[config.mk]
export PLATFORM = sky130hd
export DESIGN_NAME = voice_allocator
export DESIGN_NICKNAME = d
export VERILOG_FILES = /design/src/rtl/voice_allocator_pkg.sv /design/src/rtl/voice_allocator_voice_slot.sv /design/src/rtl/voice_allocator.sv
export SDC_FILE = /design/constraint.sdc
export NUM_CORES = 1
export LEC_CHECK = 0
export ABC_AREA = 1
export CORE_AREA = 2 2 83 164
export DETAILED_ROUTE_END_ITERATION = 12
export DIE_AREA = 0 0 85 166
export REMOVE_ABC_BUFFERS = 1
export SYNTH_ARGS = -nofsm -noshare
export SYNTH_HDL_FRONTEND = slang
export SYNTH_SLANG_ARGS = --single-unit
export TNS_END_PERCENT = 20
[constraint.sdc]
create_clock -name clk_i -period 3.22 [get_ports clk_i]
set_input_delay 0.483 -clock clk_i [delete_from_list [all_inputs] [get_ports clk_i]]
set_output_delay 0.483 -clock clk_i [all_outputs]
set_load 0.05 [all_outputs]
[src/rtl/voice_allocator_pkg.sv]
// voice_allocator_pkg
// Shared definitions for the song player: the default voice count and age
// width, the note/duration/metadata field widths, and the allocator state
// encoding. The song reader and note_player import this too, so widths only
// change in one place.
package voice_allocator_pkg;

    localparam int NUM_VOICES_DEF = 3;
    localparam int AGE_W_DEF      = 4;
    localparam int NOTE_W         = 6;
    localparam int DUR_W          = 6;
    localparam int META_W         = 3;

    typedef enum logic [1:0] {
        ST_IDLE   = 2'd0,
        ST_ACTIVE = 2'd1,
        ST_PAUSED = 2'd2
    } alloc_state_e;

endpackage

[src/rtl/voice_allocator_voice_slot.sv]
// voice_allocator_voice_slot (the "voice_slot")
// Holds the state of one note_player voice: the occupancy flag, the age
// counter used for voice stealing, and the registered note payload.
// Ports:
//   clk_i, reset_i      clock, asynchronous active-high reset
//   load_i              this voice is assigned the incoming note this cycle
//   clear_i             voice_done from the note_player
//   age_tick_i          some voice is being assigned this cycle (ages advance)
//   note_i/duration_i/meta_i   incoming payload
//   busy_o, age_o       occupancy and age
//   note_o/duration_o/meta_o   held payload
module voice_allocator_voice_slot
    import voice_allocator_pkg::*;
#(
    parameter int AGE_W = AGE_W_DEF
) (
    input  logic              clk_i,
    input  logic              reset_i,
    input  logic              load_i,
    input  logic              clear_i,
    input  logic              age_tick_i,
    input  logic [NOTE_W-1:0] note_i,
    input  logic [DUR_W-1:0]  duration_i,
    input  logic [META_W-1:0] meta_i,
    output logic              busy_o,
    output logic [AGE_W-1:0]  age_o,
    output logic [NOTE_W-1:0] note_o,
    output logic [DUR_W-1:0]  duration_o,
    output logic [META_W-1:0] meta_o
);

    localparam logic [AGE_W-1:0] AGE_MAX = '1;

    logic              busy_q, busy_d;
    logic [AGE_W-1:0]  age_q, age_d;
    logic [NOTE_W-1:0] note_q, note_d;
    logic [DUR_W-1:0]  dur_q, dur_d;
    logic [META_W-1:0] meta_q, meta_d;

    // A load wins over a coincident done, so a voice re-assigned in the same
    // cycle it finishes stays busy. Only voices still busy after this cycle's
    // done age; a voice that just finished or sits idle keeps its age.
    always_comb begin
        busy_d = busy_q;
        age_d  = age_q;
        note_d = note_q;
        dur_d  = dur_q;
        meta_d = meta_q;
        if (clear_i) begin
            busy_d = 1'b0;
        end
        if (load_i) begin
            busy_d = 1'b1;
            age_d  = '0;
            note_d = note_i;
            dur_d  = duration_i;
            meta_d = meta_i;
        end else if (age_tick_i && busy_q && !clear_i && (age_q != AGE_MAX)) begin
            age_d = age_q + 1'b1;
        end
    end

    always_ff @(posedge clk_i or posedge reset_i) begin
        if (reset_i) begin
            busy_q <= 1'b0;
            age_q  <= '0;
            note_q <= '0;
            dur_q  <= '0;
            meta_q <= '0;
        end else begin
            busy_q <= busy_d;
            age_q  <= age_d;
            note_q <= note_d;
            dur_q  <= dur_d;
            meta_q <= meta_d;
        end
    end

    assign busy_o     = busy_q;
    assign age_o      = age_q;
    assign note_o     = note_q;
    assign duration_o = dur_q;
    assign meta_o     = meta_q;

endmodule

[src/rtl/voice_allocator.sv]
// voice_allocator
// Hands notes from the song reader to a pool of note_player voices. A new note
// goes to the lowest free voice, or steals the oldest busy voice when none is
// free. Notes arriving while paused are dropped.
// Ports:
//   clk_i, reset_i                    clock, asynchronous active-high reset
//   play_i                            1 = song running, 0 = paused
//   new_note_i, note_i, duration_i, metadata_i   incoming note (one-cycle pulse)
//   voice_done_i                      per-voice "note finished" pulses
//   voice_start_o                     one-hot load pulse, one cycle after new_note
//   voice_note_o/voice_duration_o/voice_meta_o   per-voice packed payloads
//   busy_o, all_idle_o                per-voice occupancy, and "nothing busy"
//   stolen_o, dropped_o               pulses flagging a steal / a dropped note
module voice_allocator
    import voice_allocator_pkg::*;
#(
    parameter int NUM_VOICES = NUM_VOICES_DEF,
    parameter int AGE_W      = AGE_W_DEF
) (
    input  logic                         clk_i,
    input  logic                         reset_i,
    input  logic                         play_i,
    input  logic                         new_note_i,
    input  logic [NOTE_W-1:0]            note_i,
    input  logic [DUR_W-1:0]             duration_i,
    input  logic [META_W-1:0]            metadata_i,
    input  logic [NUM_VOICES-1:0]        voice_done_i,
    output logic [NUM_VOICES-1:0]        voice_start_o,
    output logic [NOTE_W*NUM_VOICES-1:0] voice_note_o,
    output logic [DUR_W*NUM_VOICES-1:0]  voice_duration_o,
    output logic [META_W*NUM_VOICES-1:0] voice_meta_o,
    output logic [NUM_VOICES-1:0]        busy_o,
    output logic                         stolen_o,
    output logic                         dropped_o,
    output logic                         all_idle_o
);

    localparam int IDX_W = $clog2(NUM_VOICES);

    alloc_state_e          state_q, state_d;
    logic [NUM_VOICES-1:0] voice_start_q;
    logic                  stolen_q, dropped_q;

    logic [NUM_VOICES-1:0] busy;
    logic [NUM_VOICES-1:0] busy_avail;
    logic [NUM_VOICES-1:0] busy_next;
    logic [NUM_VOICES-1:0] load;
    logic [AGE_W-1:0]      age [NUM_VOICES];
    logic                  accept;
    logic                  any_free;
    logic [IDX_W-1:0]      sel;
    logic [AGE_W-1:0]      best_age;

    // Done is applied before selection, so a voice finishing this cycle is
    // already free for the incoming note.
    assign accept     = new_note_i && (state_q != ST_PAUSED);
    assign busy_avail = busy & ~voice_done_i;

    // Lowest free voice, scanning downward so the lowest index is written last.
    // With no free voice, strict '>' keeps the lowest index on an age tie.
    always_comb begin
        any_free = 1'b0;
        sel      = '0;
        best_age = '0;
        for (int i = NUM_VOICES - 1; i >= 0; i--) begin
            if (!busy_avail[i]) begin
                any_free = 1'b1;
                sel      = IDX_W'(i);
            end
        end
        if (!any_free) begin
            sel      = '0;
            best_age = age[0];
            for (int i = 1; i < NUM_VOICES; i++) begin
                if (age[i] > best_age) begin
                    best_age = age[i];
                    sel      = IDX_W'(i);
                end
            end
        end
    end

    always_comb begin
        load = '0;
        for (int i = 0; i < NUM_VOICES; i++) begin
            load[i] = accept && (sel == IDX_W'(i));
        end
    end

    assign busy_next = busy_avail | load;

    // IDLE vs ACTIVE follows the occupancy the voices will have next cycle,
    // so the last voice clearing without a new note falls back to IDLE.
    always_comb begin
        state_d = state_q;
        unique case (state_q)
            ST_IDLE, ST_ACTIVE: begin
                if (!play_i)         state_d = ST_PAUSED;
                else if (|busy_next) state_d = ST_ACTIVE;
                else                 state_d = ST_IDLE;
            end
            ST_PAUSED: begin
                if (play_i) state_d = (|busy_next) ? ST_ACTIVE : ST_IDLE;
            end
            default: state_d = ST_IDLE;
        endcase
    end

    always_ff @(posedge clk_i or posedge reset_i) begin
        if (reset_i) begin
            state_q       <= ST_IDLE;
            voice_start_q <= '0;
            stolen_q      <= 1'b0;
            dropped_q     <= 1'b0;
        end else begin
            state_q       <= state_d;
            voice_start_q <= load;
            stolen_q      <= accept && !any_free;
            dropped_q     <= new_note_i && (state_q == ST_PAUSED);
        end
    end

    for (genvar g = 0; g < NUM_VOICES; g++) begin : g_slot
        voice_allocator_voice_slot #(
            .AGE_W(AGE_W)
        ) u_slot (
            .clk_i      (clk_i),
            .reset_i    (reset_i),
            .load_i     (load[g]),
            .clear_i    (voice_done_i[g]),
            .age_tick_i (accept),
            .note_i     (note_i),
            .duration_i (duration_i),
            .meta_i     (metadata_i),
            .busy_o     (busy[g]),
            .age_o      (age[g]),
            .note_o     (voice_note_o[g*NOTE_W +: NOTE_W]),
            .duration_o (voice_duration_o[g*DUR_W +: DUR_W]),
            .meta_o     (voice_meta_o[g*META_W +: META_W])
        );
    end

    assign voice_start_o = voice_start_q;
    assign stolen_o      = stolen_q;
    assign dropped_o     = dropped_q;
    assign busy_o        = busy;
    assign all_idle_o    = ~|busy;

endmodule

After elaboration in Yosys (flattened, before gate mapping)
Cells that the tools add are included.
- bits of input ports: 22
- memories kept: 0
- memory bits (read-only): 0
- word-level logic and storage cells: 94
- latch bits: 0
- bits in writable memories: 0
- register bits: 67
- output and inout bits: 54
- multipliers: 0
- shifts and indexed selects: 0
- div/mod/pow operators: 0
- $lt $le $gt $ge: 2
- bitwise gates (word level): 3
- multiplexer cells: 27
- eq/ne operators: 9
- add/sub/neg operators: 3
- reductions and logical operators: 31
- operators with widths (cell ; number):
    $mux 4 ; 8
    $logic_and 1x1->1 ; 15
    $mux 2 ; 7
    $add 4x1->4 const B ; 3
    $ne 4x4->1 const B ; 3
    $reduce_bool 2->1 ; 6
    $mux 1 ; 11
    $gt 4x4->1 ; 2
    $reduce_or 3->1 ; 2
    $logic_not 1->1 ; 5
    $eq 2x1->1 const B ; 2
    $eq 2x2->1 const B ; 2
    $logic_not 2->1 ; 2
    $ne 2x2->1 const B ; 2
    $pmux 2 s2 ; 1
    $and 3x3->3 ; 1
    $not 3->3 ; 1
    $or 3x3->3 ; 1
    $reduce_or 2->1 ; 1

Logic depth before layout (Yosys ltp)
- depth in word-level cells: 16
- gate-level depth with buffers: 22
- gate-level depth less buffers: 22

Cells and area by module
Synthesis repeated with hierarchy kept, for this count alone.
- cells, all modules: 380
- area total of the unflattened synthesis: 3113.0 um^2
- modules (own cells, without submodules) (module ; area an instance (um^2) ; cells each ; times used ; sequential area each (um^2)):
    voice_allocator_voice_slot ; 837.1 ; 98 ; 3 ; 500.5
    voice_allocator ; 601.8 ; 86 ; 1 ; 175.2

Worst setup path after synthesis
Ideal clock, no wire load.
- path type: register -> register
- start: register g_slot[0].u_slot.age_q[3]
- end: register g_slot[1].u_slot.dur_q[5]
- arrival: 2.367 ns
- path buffers: 1
- slack: 0.733 ns
- data required time: 3.100 ns
- stages on the path, launching flop included: 22
- clock period less this slack: 2.487 ns
- setup time: 0.120 ns
- cell sequence: dfrtp_1 -> inv_1 -> ha_1 -> nand2_1 -> clkinv_1 -> nand2_1 -> a21oi_4 -> inv_1 -> nand2_1 -> o21ai_0 -> ha_1 -> nand2_1 -> inv_2 -> nand2_1 -> nand2_1 -> nand2_1 -> nand3_2 -> nand2_4 -> nand2_4 -> buf_6 -> nand2_1 -> o21ai_2
- word-level cells in the longest chain between the ends: 8
- elaborated cells between the ends (all ways): 9
- those cells by class: order compare (2); eq/ne (1); mux (5); reduce/logical (1)
- ends and longest elaborated chain (element ; RTL line ; text):
    from (decl) ; voice_allocator_voice_slot.sv:35 ; logic [AGE_W-1:0] age_q, age_d;
    from (signal assigned) ; voice_allocator_voice_slot.sv:72 ; age_q <= age_d;
    $gt 4x4->1 ; voice_allocator.sv:75 ; if (age[i] > best_age) begin
    $mux 4 ; voice_allocator.sv:75 ;
    $mux 4 ; voice_allocator.sv:71 ; if (!any_free) begin
    $gt 4x4->1 ; voice_allocator.sv:75 ;
    $mux 2 (*) ; voice_allocator.sv:75 ;
    $mux 2 (*) ; voice_allocator.sv:71 ;
    $eq 2x1->1 (*) ; voice_allocator.sv:86 ; load[i] = accept && (sel == IDX_W'(i));
    $logic_and 1x1->1 (*) ; voice_allocator.sv:86 ;
    to (signal assigned) ; voice_allocator_voice_slot.sv:74 ; dur_q <= dur_d;
    to (decl) ; voice_allocator_voice_slot.sv:37 ; logic [DUR_W-1:0] dur_q, dur_d;
Mark *: on every way between the ends. The rest lies on a longest branch, timed or not. The select of a mux whose other input is x is not followed.
A chain may end at the register's enable or synchronous reset.

Final worst setup path
- start: register g_slot[1].u_slot.age_q[2]
- end: register g_slot[0].u_slot.dur_q[2]
- word-level cells in the longest chain between the ends: 8
- elaborated cells between the ends (all ways): 9
- those cells by class: order compare (2); mux (5); reduce/logical (2)
- ends and longest elaborated chain (element ; RTL line):
    from (decl) ; voice_allocator_voice_slot.sv:35
    from (signal assigned) ; voice_allocator_voice_slot.sv:72
    $gt 4x4->1 ; voice_allocator.sv:75
    $mux 4 ; voice_allocator.sv:75
    $mux 4 ; voice_allocator.sv:71
    $gt 4x4->1 ; voice_allocator.sv:75
    $mux 2 (*) ; voice_allocator.sv:75
    $mux 2 (*) ; voice_allocator.sv:71
    $logic_not 2->1 (*) ; voice_allocator.sv:86
    $logic_and 1x1->1 (*) ; voice_allocator.sv:86
    to (signal assigned) ; voice_allocator_voice_slot.sv:74
    to (decl) ; voice_allocator_voice_slot.sv:37
Marks and branches as above.

==> flow_metrics.tcl <==
set metrics [dict create \
    gp_congestion 0.8254 \
    syn_to_final_growth_pct 38.08 \
    clockRootBuffer "clkbuf_16" \
    dp_cells 534 \
    syn_avg_cell_area_um2 9.919 \
    switching_share 0.4115 \
    cts_buffers 9 \
    tightestPinTransition_ns 0.8623 \
    max_stage_delay_ns 0.45 \
    num_rows 59 \
    cp.arrival_ns 3.15 \
    power_frac_clock 0.268 \
    yosys_most_used_dff "dfrtp_1" \
    grt_pass1_wl_um 11740 \
    die_height_um 166 \
    combinationalPowerShare 0.423 \
    cp_slowest_cell "dfrtp_1" \
    seqPwrFrac 0.308 \
    async_flop_share 1.000 \
    cp_data_required_time_ns 3.48 \
    grt.total_usage 0.1056 \
    die_area_um2 14110 \
    cp_top_family "simple AND/OR/NAND/NOR gates" \
    holdCritPathClass "flop to flop" \
    cts_max_path_buffers 2 \
    drive_gt1_frac 0.1759 \
    htreeDepth 3 \
    synthDistinctLibCells 28 \
    rsz0062_at_grt "no" \
    vias 2311 \
    ant_nets 0 \
    layout_commonest_cell "clkdlybuf4s50_1" \
    nNetsFinal 426 \
    wire_per_inst_um 13.00 \
    slew_headroom 0.4252 \
    grt_pass1_vias 2381 \
    finalPower_mw 3.743 \
    routed_wl_um 7150 \
    drtPass1Iterations 4 \
    leakage_nw 1.968 \
    die_w_um 85 \
    synthCells 316 \
    worst_skew_pair.late_latency_ns 0.33 \
    synth_edf_count 0 \
    ios 76 \
    vias_per_cell 4.202 \
    drc 0 \
    finalCritPeriodShare 0.8989 \
    status "completed" \
    core_um2 12920 \
    worst-path-buf-inv 4 \
    whs_ns 0.4672 \
    endpoint_kind "flop" \
    cts_sinks 67 \
    hpwl_um 5381 \
    diodes 0 \
    intPower_mw 2.203 \
    cts_tree "built" \
    period_minus_slack_ns 2.895 \
    netlist_area_um2 3134 \
    crit_path_start_kind "flop" \
    p_sw_mw 1.540 \
    layout_common_cells "75 x clkdlybuf4s50_1, 67 x dfrtp_1, 59 x nand2_1" \
    cts_setup_buffers 0 \
    final_cells 550 \
    power.density_nw_per_um2 864.8 \
    yosys_warnings 0 \
    synth_seq_cells 67 \
    finalMaxSlewViolations 0 \
    place.port_buffers 75 \
    vdd_drop_max_mv 0.4514 \
    fmax_mhz 345.5 \
    clkTransAtPathRegs_ns 0.06 \
    worstPathCellList "ha_1 -> nand2_1 -> clkinv_1 -> nand2_1 -> a21oi_4 -> inv_1 -> nand2_1 -> o21ai_0 -> ha_1 -> nand2_1 -> inv_2 -> nand2_1 -> nand2_1 -> nand2_1 -> nand3_2 -> nand2_4 -> nor2_8 -> buf_12 -> nor2_1 -> a21oi_2" \
    worst-path-max-fanout 24 \
    setup.worst_path.class "flop to flop" \
    setup_tns_ns 0 \
    finClkSkew_ns 0.006481 \
    finalHoldViolations 0 \
    setup_viol_count_final 0 \
    initial_utilization 0.2426 \
    ys_seq_area_frac 0.5349 \
    grt_antenna_before_repair 0 \
    gr-total-overflow 0 \
    grt_max_degree 68 \
    cp_common_cell "nand2_1" \
    drt_first_iter_violations 65 \
    timing.max_cap.violations 0 \
]
[path summary, 6_finish.rpt]
path / from / endpoint / cells after the start / slack, ns
worst max-delay path: g_slot[1].u_slot.age_o[2] / g_slot[0].u_slot.duration_o[2] / 20 / 0.33
worst min-delay path: state_q[0] / state_q[1] / 1 / 0.47
worst max register to register: g_slot[1].u_slot.age_o[2] / g_slot[0].u_slot.duration_o[2] / 20 / 0.33
worst min register to register: state_q[0] / state_q[1] / 1 / 0.47
max in group asynchronous: reset_i / g_slot[1].u_slot.age_o[2] / 3 / 1.91
min in group asynchronous: reset_i / dropped_o / 3 / 0.73
[synth_stat cells, types with 6 or more instances]
master | number | share of area
a21oi_2 | 15 | 0.042
a21oi_1 | 6 | 0.0096
nand2_1 | 59 | 0.071
dfrtp_1 | 67 | 0.53
nand3_1 | 9 | 0.014
nor2_1 | 29 | 0.035
o21ai_0 | 8 | 0.013
o21ai_1 | 15 | 0.024
buf_6 | 8 | 0.029
o21ai_2 | 15 | 0.042
xor2_1 | 8 | 0.022
ha_1 | 11 | 0.044
inv_2 | 6 | 0.0072
inv_1 | 35 | 0.042
[timing repair]
item                                    in CTS  in global routing
endpoints found under the setup margin       0                  3
hold buffers                                 0                  0
gates resized for setup                      0                  1
[cell families after synthesis]
kind of cell / after synthesis / synth area share
buffers and inverters: 54 / 0.08782
XOR/XNOR: 8 / 0.02236
adder cells (fa/ha/maj): 11 / 0.04391
AND/OR/NAND/NOR: 115 / 0.1733
flip-flops: 67 / 0.5349
AO/OA/AOI/OAI: 61 / 0.1377
[registers in the layout, indices dropped and copies added (netlist names)]
| name | flops |
|---|---|
| stolen_o | 1 |
| voice_start_o | 3 |
| g_slot.u_slot.age_o | 12 |
| g_slot.u_slot.duration_o | 18 |
| g_slot.u_slot.busy_o | 3 |
| g_slot.u_slot.meta_o | 9 |
| state_q | 2 |
| dropped_o | 1 |
| g_slot.u_slot.note_o | 18 |
[stage by stage]
step                instance area, µm²  utilization  worst slack [ns]
CTS                               4319       0.3343            0.2812
global route                      4328       0.3350           0.03970
finish                            4328       0.3350            0.3255
floorplan                         3017            -            0.6145
detailed placement                4005       0.3100            0.2815
global placement                  4005       0.3100            0.3745
[metal layers]
metal,vias to the layer above,global-route usage,wire length [µm],share of wire
met4,0,0.05107,197,0.028
met5,-,0,0,0
met3,14,0.02734,272,0.038
met2,50,0.1919,4082,0.57
met1,1093,0.1092,2597,0.36
li1,1154,-,-,-
[final cells by class]
class	count	area (µm²)
tap	152	190.2
inverter	42	157.7
fill	1292	8591
clock buffer	11	252.7
clock inverter	5	61.31
multi-input combinational	195	1191
sequential	67	1677
timing repair buffer	78	798.3
[power groups by stage]
stage                     sequential (mW)  combinational (mW)  clock, mW
after floorplan                      1.71               0.547          0
after global placement               1.16                1.57          0
after detailed placement             1.17                1.60          0
after CTS                            1.16                1.60       1.03
after global routing                 1.18                1.71       1.07
final                                1.15                1.58       1.00
Power figures use the tool's default switching activity.
==> edit, RTL diff (same flow settings) <==
The 3 states of `alloc_state_e` get a one-hot encoding in 3 bits.
--- a/src/rtl/voice_allocator_pkg.sv
+++ b/src/rtl/voice_allocator_pkg.sv
@@ -11,10 +11,10 @@
     localparam int DUR_W          = 6;
     localparam int META_W         = 3;
 
-    typedef enum logic [1:0] {
-        ST_IDLE   = 2'd0,
-        ST_ACTIVE = 2'd1,
-        ST_PAUSED = 2'd2
+    typedef enum logic [2:0] {
+        ST_IDLE   = 3'b001,
+        ST_ACTIVE = 3'b010,
+        ST_PAUSED = 3'b100
     } alloc_state_e;
 
 endpackage
Behaviour: no difference found for any inputs over 10 cycles, from zero or initial values and one cycle with reset_i high; not proved beyond that.
==> edit against the original RTL <==
Setup slack lost 0.00075 ns. Area after synthesis grew 4.4%. Routed wire length grew 1.7%. Final area grew 2.3%. Hold slack lost 0.13 ns. Synthesized cell count grew 4.1%. Power grew 34%. Sequential share of layout area shrank 0.27 points. Fmax is essentially flat. Sequential cell count grew 1. Critical path type unchanged. Largest cell class unchanged.
==> edit: results (changes against the original RTL) <==
Status - complete, no violations
Largest family of logic cells by synthesized area - simple AND/OR/NAND/NOR gates
Clk pin slew, worst setup/hold paths - 0.06 ns (about the same)
CP Launch Type - flip-flop
Vias in the first global route - 2548 (+7.0%)
Post-detail-place hpwl - 5.334 mm (-0.87%)
Yosys cell types - 38 (+36%)
Worst setup path endpoint - g_slot[0].u_slot.age_o[0]
Antenna fix cells - 0 (unchanged)
Ranking of synthesized cells by area - dfrtp_1 51%, o21ai_2 6.2%, nand2_1 5.9%
Total GRT Usage - 11.07% (+0.51 points)
Asr flop ratio synth - 100.0% (unchanged)
Post-synth EDFFs - 0 (unchanged)
GP Congestion - 0.8076 (-2.2%)
Register area share after synthesis - 52.07% (-1.4 points)
Worst min-delay path class - input pin to asynchronous set/reset pin
Worst Tran Pin Value - 0.6819 ns (-0.1803 ns)
Reg2reg setup slack - 0.32 ns (about the same)
H-tree depth - 3 (unchanged)
First-pass GRT wire length - 12.30 mm (+4.8%)
# Post-CTS Setup Buffers - 0 (unchanged)
Post-synthesis mux area share - 0% (unchanged)
Reg2Reg Depth - 21 (+5.0%)
Adder-cell share of the synthesized area - 4.208% (-0.18 points)
TritonRoute pass-1 iters - 4 (unchanged)
Compound-Gate Fraction of Synth Area - 13.54% (-0.23 points)
Clock buffer depth - 2 (unchanged)
Max-slew violations - 0 (unchanged)
Port-buffer cells - 75 (unchanged)
Worst clock skew - 0.007086 ns (+0.0006052 ns)
Initial antenna violation count - 0 (unchanged)
CTS Root Buffer Type - clkbuf_16
Worst-Skew Late Latency - 0.33 ns (about the same)
Drt wl/cell - 12.94 um (-0.48%)
Worst-path fanout max - 33 (+38%)
Placed inst area - 4116 um2 (+2.8%)
Yosys warns - 0 (unchanged)
Largest net degree at the start of global routing - 67 (-1.5%)
Layout cells sized above 1 - 20.24% (+2.7 points)
Post-Synth XOR/XNOR Area - 1.071% (-1.2 points)
Fin nets - 438 (+2.8%)
Initial DRC count - 118 (+82%)
Reg-to-Reg Start - g_slot[0].u_slot.age_o[1]
TritonCTS buffer count - 9 (unchanged)
Vias per cell - 4.235 (+0.79%)
Fillers - 1289 (-0.23%)
Most instantiated cells after synthesis - 67 x dfrtp_1, 51 x nand2_1, 49 x inv_1
Area Growth Syn to Fin - 35.35%
DRC viols - 0 (unchanged)
Leakage - 0.002057 uW (+4.5%)
VDD IR-drop max - 0.0005337 V (+18%)
-- edit: critical path: stages, from the launching register on --
cell,delay (ns)
dfrtp_1,0.39
inv_1,0.08
ha_1,0.31
nand2_1,0.07
nand2_1,0.06
nand2_1,0.09
a21oi_4,0.24
nand2_1,0.08
o21ai_0,0.08
ha_1,0.26
nand2_1,0.08
inv_2,0.04
nand3_1,0.08
nand2_2,0.08
nand2_2,0.10
nand2_2,0.06
nand2_2,0.11
nor2_8,0.07
inv_8,0.22
nand2_2,0.11
nand3_1,0.09
o21ai_1,0.06
-- edit: worst min-delay path by stage --
stage / from / to / slack [ns]
after global routing: reset_i / state_q[2] / 0.34
after CTS: reset_i / state_q[2] / 0.32
after detailed placement: g_slot[1].u_slot.meta_o[0] / g_slot[1].u_slot.meta_o[0] / 0.47
final: reset_i / state_q[2] / 0.33
after global placement: g_slot[1].u_slot.duration_o[3] / g_slot[1].u_slot.duration_o[3] / 0.47
after floorplan: g_slot[2].u_slot.age_o[3] / g_slot[2].u_slot.age_o[3] / 0.53
-- edit: layout make-up --
cell class / instances / area share (%)
Inverter: 54 / 4.748
Sequential cell: 68 / 38.47
Clock inverter: 7 / 1.724
Timing Repair Buffer: 77 / 17.58
Tap cell: 152 / 4.296
Multi-Input combinational cell: 195 / 28.09
Clock buffer: 9 / 5.088
-- edit: cells by family (layout without fill, tap and decap cells) --
logic type / after synthesis / count (layout)
DFF: 68 / 68
xor gates and xnor gates: 4 / 4
buffers and inverters: 66 / 147
adders and majority gates: 11 / 11
AOI/OAI and AO/OA: 65 / 65
and+or+nand+nor: 115 / 115
-- edit: layer usage --
metal | global-route usage, % | up-vias | part of all wire (%)
met3 | 2.932 | 8 | 4.7
met2 | 20.48 | 59 | 57
met1 | 11.21 | 1115 | 36
met5 | 0 | - | 0
li1 | - | 1198 | -
met4 | 5.038 | 0 | 2.0
-- edit: report_power, final --
group | leakage (uW) | total, uW | internal, uW | switching, uW
clock network | 0.000142 | 980 | 602 | 377
logic | 0.00105 | 2640 | 889 | 1750
registers | 0.000866 | 1400 | 1180 | 227
-- edit: repair_timing --
item                                    in CTS  in global routing
hold buffers                                 0                  0
endpoints found under the setup margin       0                  4
gates resized for setup                      0                  1
-- edit: per-stage QoR --
stage	hold WS [ns]	power [uW]	cells	setup WS [ns]
after global routing	0.3385	5374	562	-0.002772
after detailed placement	0.4720	4084	546	0.2371
after global placement	0.4664	4013	546	0.2924
final	0.3350	5022	562	0.3247
after CTS	0.3208	5106	562	0.2144
after floorplan	0.5325	3256	317	0.6852
